===== src/rtl/audio_pkg.sv =====
// Shared state codes, PWM defaults and PCM-to-duty conversion for the audio PWM player.
package audio_pkg;
  localparam logic [1:0] IDLE  = 2'd0;
  localparam logic [1:0] PRIME = 2'd1;
  localparam logic [1:0] PLAY  = 2'd2;

  localparam int PWM_BITS_DEF = 8;
  localparam logic [PWM_BITS_DEF-1:0] MIDSCALE = PWM_BITS_DEF'(1 << (PWM_BITS_DEF-1));

  // Signed PCM to offset binary; the caller keeps as many top bits as its PWM needs.
  function automatic logic [15:0] pcm_to_duty(input logic [15:0] pcm);
    return {~pcm[15], pcm[14:0]};
  endfunction
endpackage


===== src/rtl/sample_fifo.sv =====
// Synchronous sample FIFO; pointers carry a wrap bit so full/empty need no extra state.
module sample_fifo #(
  parameter int DEPTH = 16,
  parameter int WIDTH = 16
) (
  input  logic                   clk,
  input  logic                   reset,
  input  logic                   push,
  input  logic                   pop,
  input  logic                   flush,
  input  logic [WIDTH-1:0]       din,
  output logic [WIDTH-1:0]       dout,
  output logic                   full,
  output logic                   empty,
  output logic [$clog2(DEPTH):0] level
);
  localparam int AW = $clog2(DEPTH);

  logic [AW:0]      wr_ptr_q, wr_ptr_d, rd_ptr_q, rd_ptr_d;
  logic [WIDTH-1:0] mem_q [DEPTH];
  logic             wr_en, rd_en;

  // A pop in the same cycle frees the slot, so a push on full is still taken.
  assign wr_en = push && !flush && (!full || pop);
  assign rd_en = pop && !flush && !empty;

  always_comb begin
    wr_ptr_d = wr_ptr_q;
    rd_ptr_d = rd_ptr_q;
    if (flush) begin
      wr_ptr_d = '0;
      rd_ptr_d = '0;
    end else begin
      if (wr_en) wr_ptr_d = wr_ptr_q + (AW+1)'(1);
      if (rd_en) rd_ptr_d = rd_ptr_q + (AW+1)'(1);
    end
  end

  always_ff @(posedge clk) begin
    if (reset) begin
      wr_ptr_q <= '0;
      rd_ptr_q <= '0;
    end else begin
      wr_ptr_q <= wr_ptr_d;
      rd_ptr_q <= rd_ptr_d;
    end
  end

  always_ff @(posedge clk) begin
    if (wr_en) mem_q[wr_ptr_q[AW-1:0]] <= din;
  end

  assign dout  = mem_q[rd_ptr_q[AW-1:0]];
  assign empty = (wr_ptr_q == rd_ptr_q);
  assign full  = (wr_ptr_q[AW] != rd_ptr_q[AW]) && (wr_ptr_q[AW-1:0] == rd_ptr_q[AW-1:0]);
  assign level = wr_ptr_q - rd_ptr_q;
endmodule


===== src/rtl/audio_pwm_player.sv =====
// Buffers bursty PCM samples and plays them at a fixed rate through a 1-bit PWM DAC.
module audio_pwm_player
  import audio_pkg::*;
#(
  parameter int DEPTH       = 16,
  parameter int SAMPLE_DIV  = 3125,
  parameter int PRIME_LEVEL = 8,
  parameter int PWM_BITS    = PWM_BITS_DEF
) (
  input  logic                   clk_25mhz,
  input  logic                   reset,
  input  logic                   enable,
  input  logic                   sample_valid,
  input  logic [15:0]            sample_in,
  output logic                   pwm_out,
  output logic [$clog2(DEPTH):0] fifo_level,
  output logic                   playing,
  output logic                   overflow,
  output logic                   underrun,
  input  logic                   clear_flags
);
  localparam int LW = $clog2(DEPTH) + 1;
  localparam int CW = $clog2(SAMPLE_DIV);
  localparam logic [PWM_BITS-1:0] MID = {1'b1, {(PWM_BITS-1){1'b0}}};

  logic [1:0]          state_q, state_d;
  logic [CW-1:0]       scnt_q, scnt_d;
  logic [PWM_BITS-1:0] pcnt_q, pcnt_d;
  logic [PWM_BITS-1:0] duty_next_q, duty_next_d, duty_active_q, duty_active_d;
  logic                pwm_q, pwm_d, play_q, play_d, ovf_q, ovf_d, udr_q, udr_d;
  logic                tick, push_req, pop, flush, full, empty;
  logic [15:0]         fifo_dout, dout_ob;

  assign tick    = (state_q == PLAY) && (scnt_q == CW'(SAMPLE_DIV-1));
  assign dout_ob = pcm_to_duty(fifo_dout);

  sample_fifo #(.DEPTH(DEPTH), .WIDTH(16)) u_fifo (
    .clk   (clk_25mhz),
    .reset (reset),
    .push  (push_req),
    .pop   (pop),
    .flush (flush),
    .din   (sample_in),
    .dout  (fifo_dout),
    .full  (full),
    .empty (empty),
    .level (fifo_level)
  );

  always_ff @(posedge clk_25mhz) begin
    if (reset) state_q <= IDLE;
    else       state_q <= state_d;
  end

  always_comb begin
    state_d = state_q;
    case (state_q)
      IDLE:    state_d = PRIME;
      PRIME:   if (fifo_level >= LW'(PRIME_LEVEL)) state_d = PLAY;
      PLAY:    if (tick && empty) state_d = PRIME;
      default: state_d = IDLE;
    endcase
    if (!enable) state_d = IDLE;
  end

  always_comb begin
    push_req    = sample_valid && (state_q != IDLE);
    pop         = tick && !empty;
    flush       = (state_q == IDLE) || !enable;
    play_d      = (state_d == PLAY);
    duty_next_d = duty_next_q;
    if (!enable || state_q != PLAY) duty_next_d = MID;
    else if (tick)                  duty_next_d = empty ? MID : dout_ob[15 -: PWM_BITS];
  end

  // Sticky flags: a new event in the same cycle overrides clear_flags.
  always_comb begin
    scnt_d        = (tick || state_q != PLAY) ? '0 : scnt_q + CW'(1);
    pcnt_d        = pcnt_q + PWM_BITS'(1);
    duty_active_d = (pcnt_q == '1) ? duty_next_q : duty_active_q;
    pwm_d         = (pcnt_q < duty_active_q);
    ovf_d         = clear_flags ? 1'b0 : ovf_q;
    udr_d         = clear_flags ? 1'b0 : udr_q;
    if (push_req && full && !pop) ovf_d = 1'b1;
    if (tick && empty)            udr_d = 1'b1;
  end

  always_ff @(posedge clk_25mhz) begin
    if (reset) begin
      scnt_q        <= '0;
      pcnt_q        <= '0;
      duty_next_q   <= MID;
      duty_active_q <= MID;
      pwm_q         <= 1'b0;
      play_q        <= 1'b0;
      ovf_q         <= 1'b0;
      udr_q         <= 1'b0;
    end else begin
      scnt_q        <= scnt_d;
      pcnt_q        <= pcnt_d;
      duty_next_q   <= duty_next_d;
      duty_active_q <= duty_active_d;
      pwm_q         <= pwm_d;
      play_q        <= play_d;
      ovf_q         <= ovf_d;
      udr_q         <= udr_d;
    end
  end

  assign pwm_out  = pwm_q;
  assign playing  = play_q;
  assign overflow = ovf_q;
  assign underrun = udr_q;
endmodule


===== config.mk =====
export PLATFORM = sky130hd
export DESIGN_NAME = audio_pwm_player
export DESIGN_NICKNAME = d
export VERILOG_FILES = /design/src/rtl/audio_pkg.sv /design/src/rtl/sample_fifo.sv /design/src/rtl/audio_pwm_player.sv
export SDC_FILE = /design/constraint.sdc
export NUM_CORES = 1
export LEC_CHECK = 0
export CAP_MARGIN = 20
export CELL_PAD_IN_SITES_DETAIL_PLACEMENT = 1
export CELL_PAD_IN_SITES_GLOBAL_PLACEMENT = 1
export CORE_MARGIN = 2
export CORE_UTILIZATION = 35
export CTS_CLUSTER_SIZE = 10
export DETAILED_ROUTE_END_ITERATION = 10
export PLACE_DENSITY = 0.63
export SYNTH_ARGS = -nofsm -noshare
export SYNTH_HDL_FRONTEND = slang
export SYNTH_SLANG_ARGS = --single-unit

===== constraint.sdc =====
create_clock -name clk_25mhz -period 6.65 [get_ports clk_25mhz]
set_input_delay 1.33 -clock clk_25mhz [delete_from_list [all_inputs] [get_ports clk_25mhz]]
set_output_delay 1.33 -clock clk_25mhz [all_outputs]
set_load 0.01 [all_outputs]

## After elaboration in Yosys (flattened, before gate mapping)

Memories as Yosys holds them, arrays and structs flattened. A register that Yosys moved wholly into a read port is not among the register bits.
Index checks and enable logic that the tools add are counted.

- Register bits: 52
- Memory bits (writable): 256
- Input port bits: 21
- Output and inout bits: 9
- Logic and storage cells: 68
- Memories kept: 1

Memories:

| memory | words | width | read ports | clocked after Yosys merged registers in | write ports | RTL line | RTL |
|---|---|---|---|---|---|---|---|
| u_fifo.mem_q | 16 | 16 | 1 | 1 | 1 | sample_fifo.sv:20 | `logic [WIDTH-1:0] mem_q [DEPTH];` |

- Add/sub/neg operators: 5
- Order comparisons: 2
- Equality and inequality tests: 9
- Muxes and demuxes: 12
- Bitwise operators: 1
- Reduce and logical (&&, ||, !) cells: 27

Operators by type and width:

| kind | number |
|---|---|
| 12-bit by 1-bit adder with 12-bit output (second input constant) | 1 |
| 12-bit == test (second input constant) | 1 |
| 1-bit logical AND | 11 |
| 5-bit by 1-bit adder with 5-bit output (second input constant) | 2 |
| 8-bit by 1-bit adder with 8-bit output (second input constant) | 1 |
| 8-bit == test (second input constant) | 1 |
| 8-bit less-than comparator | 1 |
| 4-bit 2-to-1 mux | 2 |
| 8-bit 2-to-1 mux | 1 |
| 2-bit 2-to-1 mux | 3 |
| 2-bit case mux with 3 select lines | 1 |
| 2-bit nonzero test | 3 |
| 2-bit OR reduction | 3 |
| 5-bit == test | 1 |
| 5-bit by 4-bit >= comparator with 1-bit output (second input constant) | 1 |
| 1-bit logical NOT | 5 |
| 1-bit 2-to-1 mux | 5 |
| 5-bit subtractor | 1 |
| 2-bit == test (second input constant) | 2 |
| 4-bit == test | 1 |
| 1-bit logical OR | 4 |
| 2-bit by 1-bit == test with 1-bit output (second input constant) | 1 |
| 2-bit logical NOT | 1 |
| 2-bit inequality test (second input constant) | 1 |
| 2 further kinds | 2 |

## Depth between registers and ports, before layout

Gate-level depths: netlist of run 1.

- Depth after elaboration: 7
- Mapped depth: 8
- Mapped depth without buffers: 8

## Modules after synthesis

From an unflattened synthesis of run 1, not the netlist that was laid out.

- Cell total of the unflattened synthesis: 705
- Area total of the unflattened synthesis: 12383.1 µm²

By module, submodules not included:

| module | times used | cells each | area each (µm²) | seq. area each (µm²) |
|---|---|---|---|---|
| sample_fifo | 1 | 498 | 10491.3 | 7967.6 |
| audio_pwm_player | 1 | 207 | 1891.8 | 840.8 |

## Least setup slack after synthesis of run 1

No wires, ideal clock.

- Path type: in2reg
- Start: input port enable
- End: memory u_fifo.mem_q[11][10], enable pin
- Setup time: 383 ps
- Arrival time: 2598 ps
- Data required time: 6267 ps
- Path slack: 3669 ps
- Stages: 6
- Buffers on the path: 1
- Path through: o21a_1 nand2_1 a21oi_4 clkbuf_2 nand2_1 nor3_1

- Longest elaborated chain between the ends: 7

Ends and longest elaborated chain:

| element | RTL line | RTL |
|---|---|---|
| start, declared | audio_pwm_player.sv:12 | `input logic enable,` |
| 1-bit logical NOT | audio_pwm_player.sv:69 | `flush = (state_q == IDLE) \|\| !enable;` |
| 1-bit logical OR | audio_pwm_player.sv:69 |  |
| 1-bit logical NOT | sample_fifo.sv:24 | `assign wr_en = push && !flush && (!full \|\| pop);` |
| 1-bit logical AND (2 in series) | sample_fifo.sv:24 |  |
| 1-bit 2-to-1 mux | sample_fifo.sv:50 | `if (wr_en) mem_q[wr_ptr_q[AW-1:0]] <= din;` |
| 1-bit 2-to-1 mux (implied by the code) | sample_fifo.sv:50 |  |
| end, declared | sample_fifo.sv:20 |  |

No other way between the ends.

## Worst setup path in the final report of run 1

- Start: register u_fifo.wr_ptr_q[0]
- End: output port fifo_level[4]

- Longest elaborated chain between the ends: 1

Ends and longest elaborated chain:

| element | RTL line | RTL |
|---|---|---|
| start, declared | sample_fifo.sv:19 | `logic [AW:0] wr_ptr_q, wr_ptr_d, rd_ptr_q, rd_ptr_d;` |
| start signal, assigned | sample_fifo.sv:44 | `wr_ptr_q <= wr_ptr_d;` |
| 5-bit subtractor | sample_fifo.sv:56 | `assign level = wr_ptr_q - rd_ptr_q;` |
| end, declared | audio_pwm_player.sv:16 | `output logic [$clog2(DEPTH):0] fifo_level,` |

No other way between the ends.

==> results of run 1 <==
## layout by cell type (no fill, tap or decap), types with 12 or more instances in the layout
| cell | n |
|---|---|
| edfxtp_1 | 128 |
| mux2i_1 | 16 |
| o21ai_0 | 16 |
| and3_1 | 18 |
| clkbuf_16 | 17 |
| nand2_1 | 18 |
| clkdlybuf4s50_1 | 21 |
| nor2_1 | 50 |
| mux4_2 | 32 |
| dfxtp_1 | 55 |
| xnor2_1 | 12 |
| a21oi_1 | 19 |
| inv_1 | 25 |
| ha_1 | 19 |
## tightest hold or removal path, delay by kind of cell, from the launching register on
kind / cells / cell delay, ns
AOI/OAI and AO/OA: 1 / 0.05
DFF: 1 / 0.31
buffers and inverters: 1 / 0.05
## worst paths after layout
kind / slack (ns) / end / cells past startpoint
setup / recovery: 2.64 / fifo_level[4] / 8
hold / removal: 0.46 / duty_next_q[7] / 2
hold reg to reg: 0.46 / duty_next_q[7] / 2
setup reg to reg: 4.15 / u_fifo.mem_q[1][14] / 6
## per-stage QoR
stage                     area [um^2]  instances  hold WS, ns  setup WS [ns]
after floorplan                  7620        511        0.424           3.67
after global placement           8120        794        0.441           3.11
after detailed placement         8120        794        0.449           3.05
after CTS                        8690        826        0.463           2.59
after global routing             8700        827        0.489           2.44
final                            8700        827        0.458           2.64
## registers in the layout, indices dropped and copies added, names as in the netlist, named ones only
signal and flops:
u_fifo.rd_ptr_q 5, pcnt_q 8, pwm_out 1, u_fifo.wr_ptr_q 5
u_fifo.mem_q 128, playing 1, scnt_q 12, duty_next_q 8
state_q 2, underrun 1, overflow 1, duty_active_q 8
## power groups by stage
stage	Sequential, mW	Combinational [mW]	Clock (mW)
after detailed placement	1.26	0.0424	0
after floorplan	1.25	0.0168	0
final	1.23	0.0422	0.975
after CTS	1.23	0.0428	0.998
after global placement	1.25	0.0403	0
after global routing	1.23	0.0469	1.04
## metal layers
metal	GRT usage	vias up	share of wire
met4	0.0569	0	0.015
li1	-	1974	-
met3	0.0249	17	0.019
met2	0.245	44	0.50
met5	0	-	0
met1	0.195	2138	0.46
## kinds of logic after synthesis
| kind of cell | synth area share |
|---|---|
| DFF | 0.651 |
| and+or+nand+nor | 0.0952 |
| muxes | 0.128 |
| AOI/OAI and AO/OA | 0.0432 |
| buffers and inverters | 0.0243 |
| xor gates and xnor gates | 0.0241 |
| adders and majority gates | 0.0338 |
## area by class of cell
class,instances,share of cell area
repair buffers,27,0.0293
flip-flops and latches,184,0.571
inverters,25,0.0108
multi-input cells,284,0.284
well taps,275,0.0396
clock inverters,13,0.0157
clock buffers,19,0.0498
==> flow_summary_export.csv, run 1 <==
group,metric,value,unit
floorplanning,die-height,152,um
power_and_ir_drop,pwr_density_cell,258,mW/mm^2
sta,clock_skew,0.0121,ns
clock_network,clock_latency,0.43,ns
worst_setup_path,timing.critical_path.slowest_cell_delay,0.54,ns
synth,synth-seq-cells,184,
sta,headroom_to_the_max_slew_limit,0.315,
sta,max_clock_freq,249,MHz
synth,mappedNetlistNets,552,
clock_network,cts.clk_slew.worst_paths,0.07,ns
route,postRouteWirelength,15.3,mm
power_and_ir_drop,report.power.total,2.25,mW
layout,antenna_cells_inserted,0,
worst_setup_path,worstSetupEndpointType,"primary output",
sta,finalSetupTns,0,ns
global_routing,grt_max_degree,33,
placed_design,detailed_place_hpwl,10.3,mm
synth,netlist_top_cells_count,"128 x edfxtp_1, 56 x dfxtp_1, 50 x nor2_1, 32 x mux4_2, 25 x inv_1",
outcome,outcome,"finished, final reports clean",
worst_setup_path,timing.critical_path.arrival,2.68,ns
min_path,worstHoldPathType,"reg -> reg",
clock_network,max-clock-path-buffers,2,
sta,rsz0062_at_grt,"no",
worst_setup_path,critical_path_fanouts_max,5,
route,first_pass_iters,4,
placed_design,gpl.final_weighted_congestion,0.735,
layout,multi_input_area,0.00247,mm^2
synth,synth_area_per_cell,14.9,um^2
layout,final_layout_size_suffix_gt1_frac,0.152,
sta,report.final.slew_viol_count,0,
synth,mappedNetlistArea,0.00762,mm^2
power_and_ir_drop,ir_drop,0.188,mV
route,detail_route.vias_per_cell,5.05,
clock_network,numCtsBuffers,17,
floorplanning,horizontal_die_dimension,152,um
synth,asyncSetResetFlopFracSynth,0,
synth,area_fraction_of_the_dominant_cell_type_after_synthesis,0.504,
worst_setup_path,cp-startpoint,"u_fifo.wr_ptr_q[0]",
power_and_ir_drop,static-leakage-power,2.83,nW
synth,yosysWarningCount,0,
flow_run,max-cap-violations,0,
clock_network,postCtsHoldBufs,0,
layout,areaGrowthSynthToFinish,14.2,%
worst_setup_path,worstPathBufferInverterCount,2,
sta,finalSetupViolations,0,
worst_setup_path,critPathSlowestCell,"clkdlybuf4s50_1",
layout,regArea,0.00497,mm^2
global_routing,grt_util_all_layers,0.148,
clock_network,cts.repair_timing.setup_buffer_count,0,
route,number_of_drc_violations_after_detailed_routing,0,
synth,post_synth_inst_count,511,
clock_network,cts.htree.levels,4,
min_path,hold_path_startpoint,"duty_next_q[7]",
layout,final_core_utilization,0.410,
floorplanning,floorplan.die_area,0.0230,mm^2
global_routing,antenna_found_initial,0,
layout,net_count_final,580,
power_and_ir_drop,power.share.switching,0.212,
placed_design,port-buffer-count,21,
clock_network,ctsRootBufferMaster,"clkbuf_16",
worst_setup_path,timing.critical_path.required,5.32,ns
floorplanning,io_pins,30,
clock_network,cts_tree,"done",
synth,ys_types,52,
power_and_ir_drop,power_frac_comb,0.019,
global_routing,grt_pass1_wl,25.1,mm
synth,synth_enable_flop_cells,128,
global_routing,first_global_vias,4513,
route,post_drt_wl_per_cell,18.5,um
worst_setup_path,crit_path_start_kind,"flip-flop",
synth,synth_ff_type,"edfxtp_1",
clock_network,clock_sink_count,184,
route,drt.antenna.violating_nets,0,
floorplanning,starting_density,0.359,
sta,final_hold_viol_count,0,
synth,library_cell_with_the_largest_summed_area_after_synthesis,"edfxtp_1",
route,route.vias.total,4173,
synth,post_synth_main_area_contributors,"edfxtp_1 50%, dfxtp_1 15%, mux4_2 9.5%",
global_routing,grt.overflow.total,0,
worst_setup_path,critical_path.top_delay_family,"buffers and inverters",
route,dr.first_iter.drc_count,237,
synth,synth.yosys.seq_area_share,0.651,
sta,timing_worst_slew_pin_value,1.03,ns
worst_setup_path,worst_r2r_startpoint,"u_fifo.wr_ptr_q[0]",
synth,synthMostInstantiatedCell,"edfxtp_1",
worst_setup_path,crit_path_cell_trace,"inv_1, ha_1, fa_1, nor2b_1, o21ai_0, and3_1, nor2_1, clkdlybuf4s50_1",
power_and_ir_drop,intPower,1.77,mW
power_and_ir_drop,power_frac_clock,0.434,
sta,post-route-period-util,0.604,
power_and_ir_drop,power_switching,0.476,mW
floorplanning,core_region_area,0.0212,mm^2
worst_setup_path,critical_path_class,"reg -> out",
floorplanning,floorplan.rows,53,
power_and_ir_drop,seq_power_share,0.547,
layout,fillCellCount,2167,
sta,shortest_clock_period_the_worst_path_allows_after_layout,4.01,ns
clock_network,post_cts_gate_resize_count,0,
(Power assumes the default switching activity.)
==> inputs of run 2 (changes only) <==
--- a/config.mk
+++ b/config.mk
@@ -12,7 +12,7 @@
 export CORE_UTILIZATION = 35
 export CTS_CLUSTER_SIZE = 10
 export DETAILED_ROUTE_END_ITERATION = 10
-export PLACE_DENSITY = 0.63
+export PLACE_DENSITY = 0.65
 export SYNTH_ARGS = -nofsm -noshare
 export SYNTH_HDL_FRONTEND = slang
 export SYNTH_SLANG_ARGS = --single-unit
==> constraint.sdc (replaced) <==
create_clock -name clk_25mhz -period 3.6 [get_ports clk_25mhz]
set_input_delay 0.72 -clock clk_25mhz [delete_from_list [all_inputs] [get_ports clk_25mhz]]
set_output_delay 0.72 -clock clk_25mhz [all_outputs]
set_load 0.01 [all_outputs]
==> run 2 against run 1 <==
Core utilization down 0.12 points. Sequential share of layout area grew 0.18 points. Wire length rose by 0.30%. Register-to-register slack worse by 3.0 ns. Non-clock buffer count is 1 higher. Die area stayed put. Highest routed layer unchanged.
==> flow_summary_export.csv, run 2 (synthesis results as in run 1) <==
group,metric,value,unit
worst_setup_path,rr_endpoint,"u_fifo.mem_q[2][15]",
sta,rsz0062_at_grt,"no",
clock_network,clock_latency,0.43,ns
layout,antenna_cells_inserted,0,
sta,report.final.slew_viol_count,0,
global_routing,antenna_found_initial,0,
layout,largest_reg_flops,128,
worst_setup_path,timing.critical_path.required,2.88,ns
route,number_of_drc_violations_after_detailed_routing,0,
clock_network,ctsRootBufferMaster,"clkbuf_16",
worst_setup_path,critical_path_fanouts_max,5,
outcome,outcome,"finished, final reports clean",
worst_setup_path,worst_r2r_startpoint,"u_fifo.rd_ptr_q[1]",
worst_setup_path,worstSetupEndpointType,"primary output",
placed_design,gpl.final_weighted_congestion,0.744,
layout,final_layout_size_suffix_gt1_frac,0.150,
min_path,min_delay_worst_endpoint,"duty_next_q[6]",
floorplanning,core_region_area,0.0212,mm^2
worst_setup_path,critical_path_class,"reg -> out",
worst_setup_path,timing.critical_path.arrival,2.65,ns
clock_network,max-clock-path-buffers,2,
route,route.vias.total,4176,
min_path,hold_path_startpoint,"duty_next_q[6]",
min_path,min_delay_path_depth,2,
clock_network,clock_sink_count,184,
sta,finalSetupViolations,0,
sta,finalSetupTns,0,ns
sta,shortest_clock_period_the_worst_path_allows_after_layout,3.37,ns
placed_design,dp.cells,796,
floorplanning,horizontal_die_dimension,152,um
layout,layout_commonest_cell,"edfxtp_1",
layout,mostFrequentLayoutCells,"128 x edfxtp_1, 54 x dfxtp_1, 50 x nor2_1, 32 x mux4_2, 25 x inv_1",
global_routing,grt.overflow.total,0,
floorplanning,floorplan.rows,53,
sta,headroom_to_the_max_slew_limit,0.321,
flow_run,max-cap-violations,0,
sta,timing_worst_slew_pin_value,1.02,ns
layout,finish.cell_count_without_fillers,827,
route,postRouteWirelength,15.4,mm
floorplanning,starting_density,0.359,
sta,max_clock_freq,296,MHz
clock_network,cts_tree,"done",
floorplanning,floorplan.die_area,0.0230,mm^2
power_and_ir_drop,pwr_density_cell,459,mW/mm^2
sta,post-route-period-util,0.937,
placed_design,detailed_place_hpwl,10.6,mm
route,post_drt_wl_per_cell,18.6,um
layout,areaGrowthSynthToFinish,13.8,%
worst_setup_path,regToRegSetupSlack,1.15,ns
route,first_pass_iters,4,
route,drt.antenna.violating_nets,0,
worst_setup_path,worst_r2r_path_depth,6,
power_and_ir_drop,ir_drop,0.330,mV
global_routing,first_global_vias,4557,
global_routing,grt_max_degree,23,
power_and_ir_drop,static-leakage-power,2.81,nW
sta,clock_skew,0.00994,ns
layout,net_count_final,581,
route,dr.first_iter.drc_count,395,
clock_network,cts.clk_slew.worst_paths,0.06,ns
clock_network,numCtsBuffers,17,
placed_design,port-buffer-count,21,
floorplanning,die-height,152,um
min_path,worstHoldPathType,"reg -> reg",
global_routing,grt_util_all_layers,0.144,
route,detail_route.vias_per_cell,5.05,
worst_setup_path,crit_path_start_kind,"flip-flop",
layout,final_core_utilization,0.409,
sta,final_hold_viol_count,0,
clock_network,postCtsHoldBufs,0,
floorplanning,io_pins,30,
global_routing,grt_pass1_wl,24.6,mm
clock_network,cts.htree.levels,4,
run 2: changes by cell type in the layout (fill, tap and decap cells not counted), sizes merged:
cell,change
clkinv,+8
inv,-6
clkbuf,-2
buf,+1
bufinv,-1
run 2: worst max-delay path by stage:
stage	start	end	slack, ns	cells past startpoint
after floorplan	u_fifo.wr_ptr_q[0]	u_fifo.mem_q[11][10]	1.18	8
after global placement	u_fifo.wr_ptr_q[0]	fifo_level[4]	0.64	8
after detailed placement	u_fifo.wr_ptr_q[0]	fifo_level[4]	0.55	8
after CTS	u_fifo.wr_ptr_q[0]	fifo_level[4]	0.08	8
after global routing	u_fifo.wr_ptr_q[0]	fifo_level[4]	0.05	8
final	u_fifo.wr_ptr_q[0]	fifo_level[4]	0.23	8
run 2: worst max-delay path: stages, from the launching register on:
cell and delay (ns):
dfxtp_2 0.37, inv_1 0.09, ha_1 0.22, fa_1 0.41, nor2b_1 0.14, o21ai_0 0.11
and3_1 0.21, nor2_1 0.12, clkdlybuf4s50_1 0.56
run 2: area by class of cell:
class / count / area, um^2
fill: 2173 / 12500
sequential: 184 / 4970
multi-input combinational: 284 / 2470
clock buffer: 17 / 425
tap: 275 / 344
timing repair buffer: 28 / 288
inverter: 25 / 93.8
clock inverter: 14 / 85.1
run 2: per-stage QoR:
step	hold slack, ns	worst slack, ns	total power [mW]	area [um^2]
final	0.469	0.226	3.98	8670
after global routing	0.489	0.0458	4.11	8670
after CTS	0.470	0.0842	4.03	8670
after detailed placement	0.455	0.551	2.40	8160
after global placement	0.441	0.639	2.39	8160
after floorplan	0.424	1.18	2.35	7620
run 2: what timing repair did:
action / 4_1_cts / 5_1_grt
setup buffers: 0 / 0
resized for setup: 0 / 1
endpoints found under the setup margin: 0 / 1
run 2: power breakdown:
| group | switching, mW | internal, mW | leakage, nW |
|---|---|---|---|
| clock network | 0.764 | 0.867 | 0.244 |
| registers | 0.00622 | 2.27 | 1.60 |
| logic | 0.0482 | 0.0303 | 0.966 |
run 2: layer usage:
layer	vias to the layer above	part of all wire	global-route usage
met5	-	0	0
met4	0	0.012	0.0481
met3	13	0.016	0.0293
met2	36	0.52	0.251
met1	2151	0.46	0.180
li1	1976	-	-
==> inputs of run 3 (changes only) <==
--- a/config.mk
+++ b/config.mk
@@ -13,6 +13,7 @@
 export CTS_CLUSTER_SIZE = 10
 export DETAILED_ROUTE_END_ITERATION = 10
 export PLACE_DENSITY = 0.65
+export SKIP_LAST_GASP = 1
 export SYNTH_ARGS = -nofsm -noshare
 export SYNTH_HDL_FRONTEND = slang
 export SYNTH_SLANG_ARGS = --single-unit
==> results of run 3 <==
The final DEF is identical to that of run 2; final timing and power are the same.
